$ cat config.mk
export PLATFORM = sky130hd
export DESIGN_NAME = demux2bit1to3_reg
export DESIGN_NICKNAME = d
export VERILOG_FILES = /design/src/rtl/demux2bit1to3_reg.sv
export SDC_FILE = /design/constraint.sdc
export NUM_CORES = 1
export LEC_CHECK = 0
export CAP_MARGIN = 5
export CORE_MARGIN = 2
export CORE_UTILIZATION = 48
export CTS_CLUSTER_SIZE = 25
export DETAILED_ROUTE_END_ITERATION = 12
export GPL_TIMING_DRIVEN = 1
export PLACE_DENSITY = 0.81
export SYNTH_ARGS = -nofsm -noshare
export SYNTH_HDL_FRONTEND = slang
export SYNTH_SLANG_ARGS = --single-unit
$ cat constraint.sdc
create_clock -name Clock -period 2 [get_ports Clock]
set_input_delay 0.2 -clock Clock [delete_from_list [all_inputs] [get_ports Clock]]
set_output_delay 0.2 -clock Clock [all_outputs]
set_load 0.01 [all_outputs]
$ cat src/rtl/demux2bit1to3_reg.sv
// -----------------------------------------------------------------------------
// demux2bit1to3_reg
//   Registered 1-to-3 demultiplexer. This is the write-side partner of the
//   2-bit 3-to-1 select mux. A WIDTH-bit word is routed into one of three
//   holding registers (U, V, W) when Load rises. The channel is taken from S
//   in manual mode, or from a round-robin pointer in auto mode. Sticky valid
//   and overwrite flags are kept for each channel.
//
// Ports
//   Clock   in   1      system clock, rising-edge active
//   Resetn  in   1      asynchronous active-low reset
//   D       in   WIDTH  data word to route
//   S       in   2      manual channel select (00->U, 10->V, x1->W)
//   Load    in   1      write strobe (level); one write per rising edge
//   Auto    in   1      0 = manual select, 1 = round-robin pointer
//   Clear   in   1      synchronous clear of registers, flags and pointer
//   U/V/W   out  WIDTH  channel 0/1/2 holding registers
//   Valid   out  3      sticky written flags {W,V,U}
//   Ovf     out  3      sticky overwrite flags {W,V,U}
//   Ptr     out  2      round-robin pointer (0..2)
// -----------------------------------------------------------------------------
module demux2bit1to3_reg #(
    parameter int WIDTH = 2
) (
    input  logic             Clock,
    input  logic             Resetn,
    input  logic [WIDTH-1:0] D,
    input  logic [1:0]       S,
    input  logic             Load,
    input  logic             Auto,
    input  logic             Clear,
    output logic [WIDTH-1:0] U,
    output logic [WIDTH-1:0] V,
    output logic [WIDTH-1:0] W,
    output logic [2:0]       Valid,
    output logic [2:0]       Ovf,
    output logic [1:0]       Ptr
);

    // One-hot target channel. In manual mode S[0] has priority and selects W.
    // In auto mode an out-of-range pointer (3) is treated as channel 0.
    function automatic logic [2:0] decode_target(input logic       auto_i,
                                                 input logic [1:0] sel_i,
                                                 input logic [1:0] ptr_i);
        logic [2:0] onehot;
        if (auto_i) begin
            case (ptr_i)
                2'd1:    onehot = 3'b010;
                2'd2:    onehot = 3'b100;
                default: onehot = 3'b001;
            endcase
        end else begin
            if (sel_i[0]) begin
                onehot = 3'b100;
            end else if (sel_i[1]) begin
                onehot = 3'b010;
            end else begin
                onehot = 3'b001;
            end
        end
        return onehot;
    endfunction

    // Pointer sequence 0->1->2->0. A stray value of 3 behaves like 0, so it
    // steps to 1.
    function automatic logic [1:0] ptr_advance(input logic [1:0] ptr_i);
        logic [1:0] nxt;
        case (ptr_i)
            2'd1:    nxt = 2'd2;
            2'd2:    nxt = 2'd0;
            default: nxt = 2'd1;
        endcase
        return nxt;
    endfunction

    logic [WIDTH-1:0] u_r, v_r, w_r;
    logic [2:0]       valid_r, ovf_r;
    logic [1:0]       ptr_r;
    logic             load_q_r;

    logic [WIDTH-1:0] u_s, v_s, w_s;
    logic [2:0]       valid_s, ovf_s;
    logic [1:0]       ptr_s;
    logic             write_s;
    logic [2:0]       target_s;

    // Write event is the rising edge of Load, seen against last cycle's Load.
    assign write_s  = Load & ~load_q_r;
    assign target_s = decode_target(Auto, S, ptr_r);

    // Next-state computation: Clear wins over a coincident write event.
    always_comb begin
        u_s     = u_r;
        v_s     = v_r;
        w_s     = w_r;
        valid_s = valid_r;
        ovf_s   = ovf_r;
        ptr_s   = ptr_r;
        if (Clear) begin
            u_s     = '0;
            v_s     = '0;
            w_s     = '0;
            valid_s = 3'b000;
            ovf_s   = 3'b000;
            ptr_s   = 2'd0;
        end else if (write_s) begin
            if (target_s[0]) begin
                u_s = D;
            end else begin
                u_s = u_r;
            end
            if (target_s[1]) begin
                v_s = D;
            end else begin
                v_s = v_r;
            end
            if (target_s[2]) begin
                w_s = D;
            end else begin
                w_s = w_r;
            end
            // A write to an already-valid channel flags an overwrite.
            ovf_s   = ovf_r | (target_s & valid_r);
            valid_s = valid_r | target_s;
            if (Auto) begin
                ptr_s = ptr_advance(ptr_r);
            end else begin
                ptr_s = ptr_r;
            end
        end else begin
            ptr_s = ptr_r;
        end
    end

    // State registers. Load history updates even while Clear is active, so
    // Load held high through Clear gives no write afterwards.
    always_ff @(posedge Clock or negedge Resetn) begin
        if (!Resetn) begin
            u_r      <= '0;
            v_r      <= '0;
            w_r      <= '0;
            valid_r  <= 3'b000;
            ovf_r    <= 3'b000;
            ptr_r    <= 2'd0;
            load_q_r <= 1'b0;
        end else begin
            u_r      <= u_s;
            v_r      <= v_s;
            w_r      <= w_s;
            valid_r  <= valid_s;
            ovf_r    <= ovf_s;
            ptr_r    <= ptr_s;
            load_q_r <= Load;
        end
    end

    assign U     = u_r;
    assign V     = v_r;
    assign W     = w_r;
    assign Valid = valid_r;
    assign Ovf   = ovf_r;
    assign Ptr   = ptr_r;

endmodule

==> flow_summary.toml <==
[placement]
port_buffers = 22
numPlacedInstances = 115
place.detailed.hpwl_um = 1241
place_area_mm2 = 0.001020
place.gp.congestion = 0.7660

[logic_synthesis]
syn_avg_cell_area_um2 = 10.06
synthTopCellsByCount = "dfrtp_1, nand3_1, a21oi_1, inv_1, nor2_1"
synth_top_cell_by_area = "dfrtp_1"
synth-seq-cells = 15
synth.most_common_cell = "dfrtp_1"
synth_edf_count = 0
synthArstFlopShare_pct = 100.0
synth_seq_area_share_pct = 48.47
ys_types = 28
ys.flop_type = "dfrtp_1"
yosysTopAreaCellShare_pct = 48.47
syn_area_um2 = 774.5
synth_cells = 77
ys.warnings.count = 0
syn_nets = 88
synth_area_leaders = "dfrtp_1, nand3_1, a21oi_1, ha_1, inv_1"

[sta]
tightest_slew_ps = 650.5
maxSlewViolCount = 0
rsz0062_at_grt = "no"
setup_viol = 0
fin_crit_sh_pct = 71.68
hold_violations = 0
fin_skew_ps = 8.737
slew_headroom_pct = 56.50
period_needed_ps = 1434
fmax_mhz = 697.5
hold-worst-slack_ps = 311.1
tns_ps = 0

[clock_tree]
clkSinkCount = 15
post_cts_buffers = 0
cts-resized-gates = 0
cts-root-buf = "clkbuf_4"
h-tree-depth = 1
cts_max_path_buffers = 2
tritoncts = "done"
cts_hold_buf = 0
cts.clk_slew.worst_paths_ps = 80
cts_buffers = 3
clk_latency_ps = 280

[grt]
grt_antenna_before_repair = 0
grt-ovfl-total = 0
grt_usage_pct = 18.97
grt_use_met2_pct = 30.88
grt_max_degree = 16
grt_pass1_vias = 586
met1_usage_pct = 23.95
grt_first_pass_wirelength_um = 2649
gr-usage-met3_pct = 7.755
busiest_layer = "met2"

[worst_hold_path]
min_path_type = "input pin to async pin"

[critical_path]
cpMaxStageDelayCell = "or4b_1"
max_stage_delay_ps = 470
cp-end-kind = "flip-flop"
worstPathArrival_ps = 1660
critPathLaunchType = "flip-flop"
required_ps = 2220
critPathMaxFanout = 6
cp_cell_sequence = "ha_1 > and2_1 > or4b_1 > nand3_1"
worstSetupPathType = "flip-flop to flip-flop"
cp_top_family = "simple AND/OR/NAND/NOR gates"
path_buf_inv = 0

[layout]
fin_util_pct = 69.44
fin_cells = 119
fill_cells = 131
layout-drive-gt1-share_pct = 7.767
fin_nets = 115
diodes = 0
final_area_mm2 = 0.001046
area_growth_pct = 35.06

[power]
internal-power_mw = 0.4452
seqPwrFrac_pct = 54.5
sw_frac_of_total_pct = 24.70
combPwrFrac_pct = 17.5
p_sw_mw = 0.1460
p_leak_nw = 0.4645
clkPwrFrac_pct = 28.0
pwr_density_cell_mw_per_mm2 = 565.2
vdd_drop_max_uv = 380.9

[run_status]
outcome = "complete, no violations"

[floorplan]
dieWidth_um = 44.17
num_rows = 14
dieHeight_um = 44.17
core_mm2 = 0.001506
dieArea_mm2 = 0.001951
pin_count = 23
start_util_pct = 51.41

[drt]
via_count = 653
drc = 0
first_pass_iters = 4
wl_um = 1563
drt_iter0_drc = 4
vias_per_cell = 5.487
ant_nets = 0
wl_per_cell_um = 13.13

[job]
maxCapViolations = 0
power groups by stage:
stage	combinational (mW)	clock, mW	sequential (mW)
CTS	0.104	0.175	0.322
floorplan	0.0403	0	0.333
global route	0.114	0.187	0.324
finish	0.104	0.165	0.322
detailed placement	0.104	0	0.328
global placement	0.102	0	0.328
flip-flops by register name, summed over array words and instances (netlist names):
name      cells
Ptr           2
Ovf           3
W             2
U             2
V             2
Valid         3
load_q_r      1
worst register-to-register path, delay by kind of cell (launching register included):
family | cells | cell delay [ps]
fa+ha+maj | 1 | 220
flops | 1 | 410
simple gates | 3 | 750
cell type report:
cell class | count | area, um2 | share of cell area, %
sequential | 15 | 375.4 | 35.89
multi-input combinational | 54 | 366.6 | 35.05
timing repair buffer | 24 | 235.2 | 22.49
clock buffer | 4 | 26.28 | 2.512
inverter | 6 | 22.52 | 2.153
tap | 16 | 20.02 | 1.914
routing by layer:
layer | wire length (um) | part of all wire, % | vias up
met1 | 742 | 47 | 301
met2 | 722 | 46 | 16
met4 | 0 | 0 | 0
met3 | 98 | 6.3 | 0
met5 | 0 | 0 | -
li1 | - | - | 336
final timing paths:
kind,cells past startpoint,end,from,slack [ps]
setup / recovery,4,V[1],Ptr[0],570
setup reg to reg,4,V[1],Ptr[0],570
max in group asynchronous,1,Ovf[2],Resetn,1260
min in group Clock,1,load_q_r,Load,500
hold / removal,1,U[0],Resetn,310
hold reg to reg,1,Ovf[0],Ovf[0],510
cells by family (layout without fill, tap and decap cells):
group | Yosys count | after routing | share of synthesized area [%]
compound gates | 18 | 18 | 15.67
fa+ha+maj | 2 | 2 | 3.231
buf+inv | 8 | 34 | 4.200
flops | 15 | 15 | 48.47
mux | 3 | 3 | 4.039
simple gates | 31 | 31 | 24.40
layout by cell type, fill, tap and decap left out:
cell	n
clkdlybuf4s50_1	22
dfrtp_1	15
nand3_1	8
inv_1	6
a21oi_1	6
nor2_1	4
nor2b_1	3
nand2b_1	3
nand2_1	3
clkbuf_4	3
o2111ai_1	2
or4b_1	2
a41o_1	2
mux2i_1	2
nor4bb_1	2
a22oi_1	2
o21ai_0	2
ha_1	2
buf_4	2
nor3b_2	1
and2_1	1
mux2_2	1
a31oi_1	1
nand3b_1	1
or3_1	1
nor3_1	1
and2_2	1
o211ai_1	1
a211oi_1	1
o21a_1	1
clkbuf_1	1
metrics by stage:
stage	worst slack (ps)	total power [mW]
6_report	566.4	0.5912
5_1_grt	470.2	0.6258
4_1_cts	560.2	0.6023
3_5_place_dp	368.5	0.4327
3_3_place_gp	382.6	0.4303
2_1_floorplan	590.7	0.3729
(Power assumes the default switching activity.)
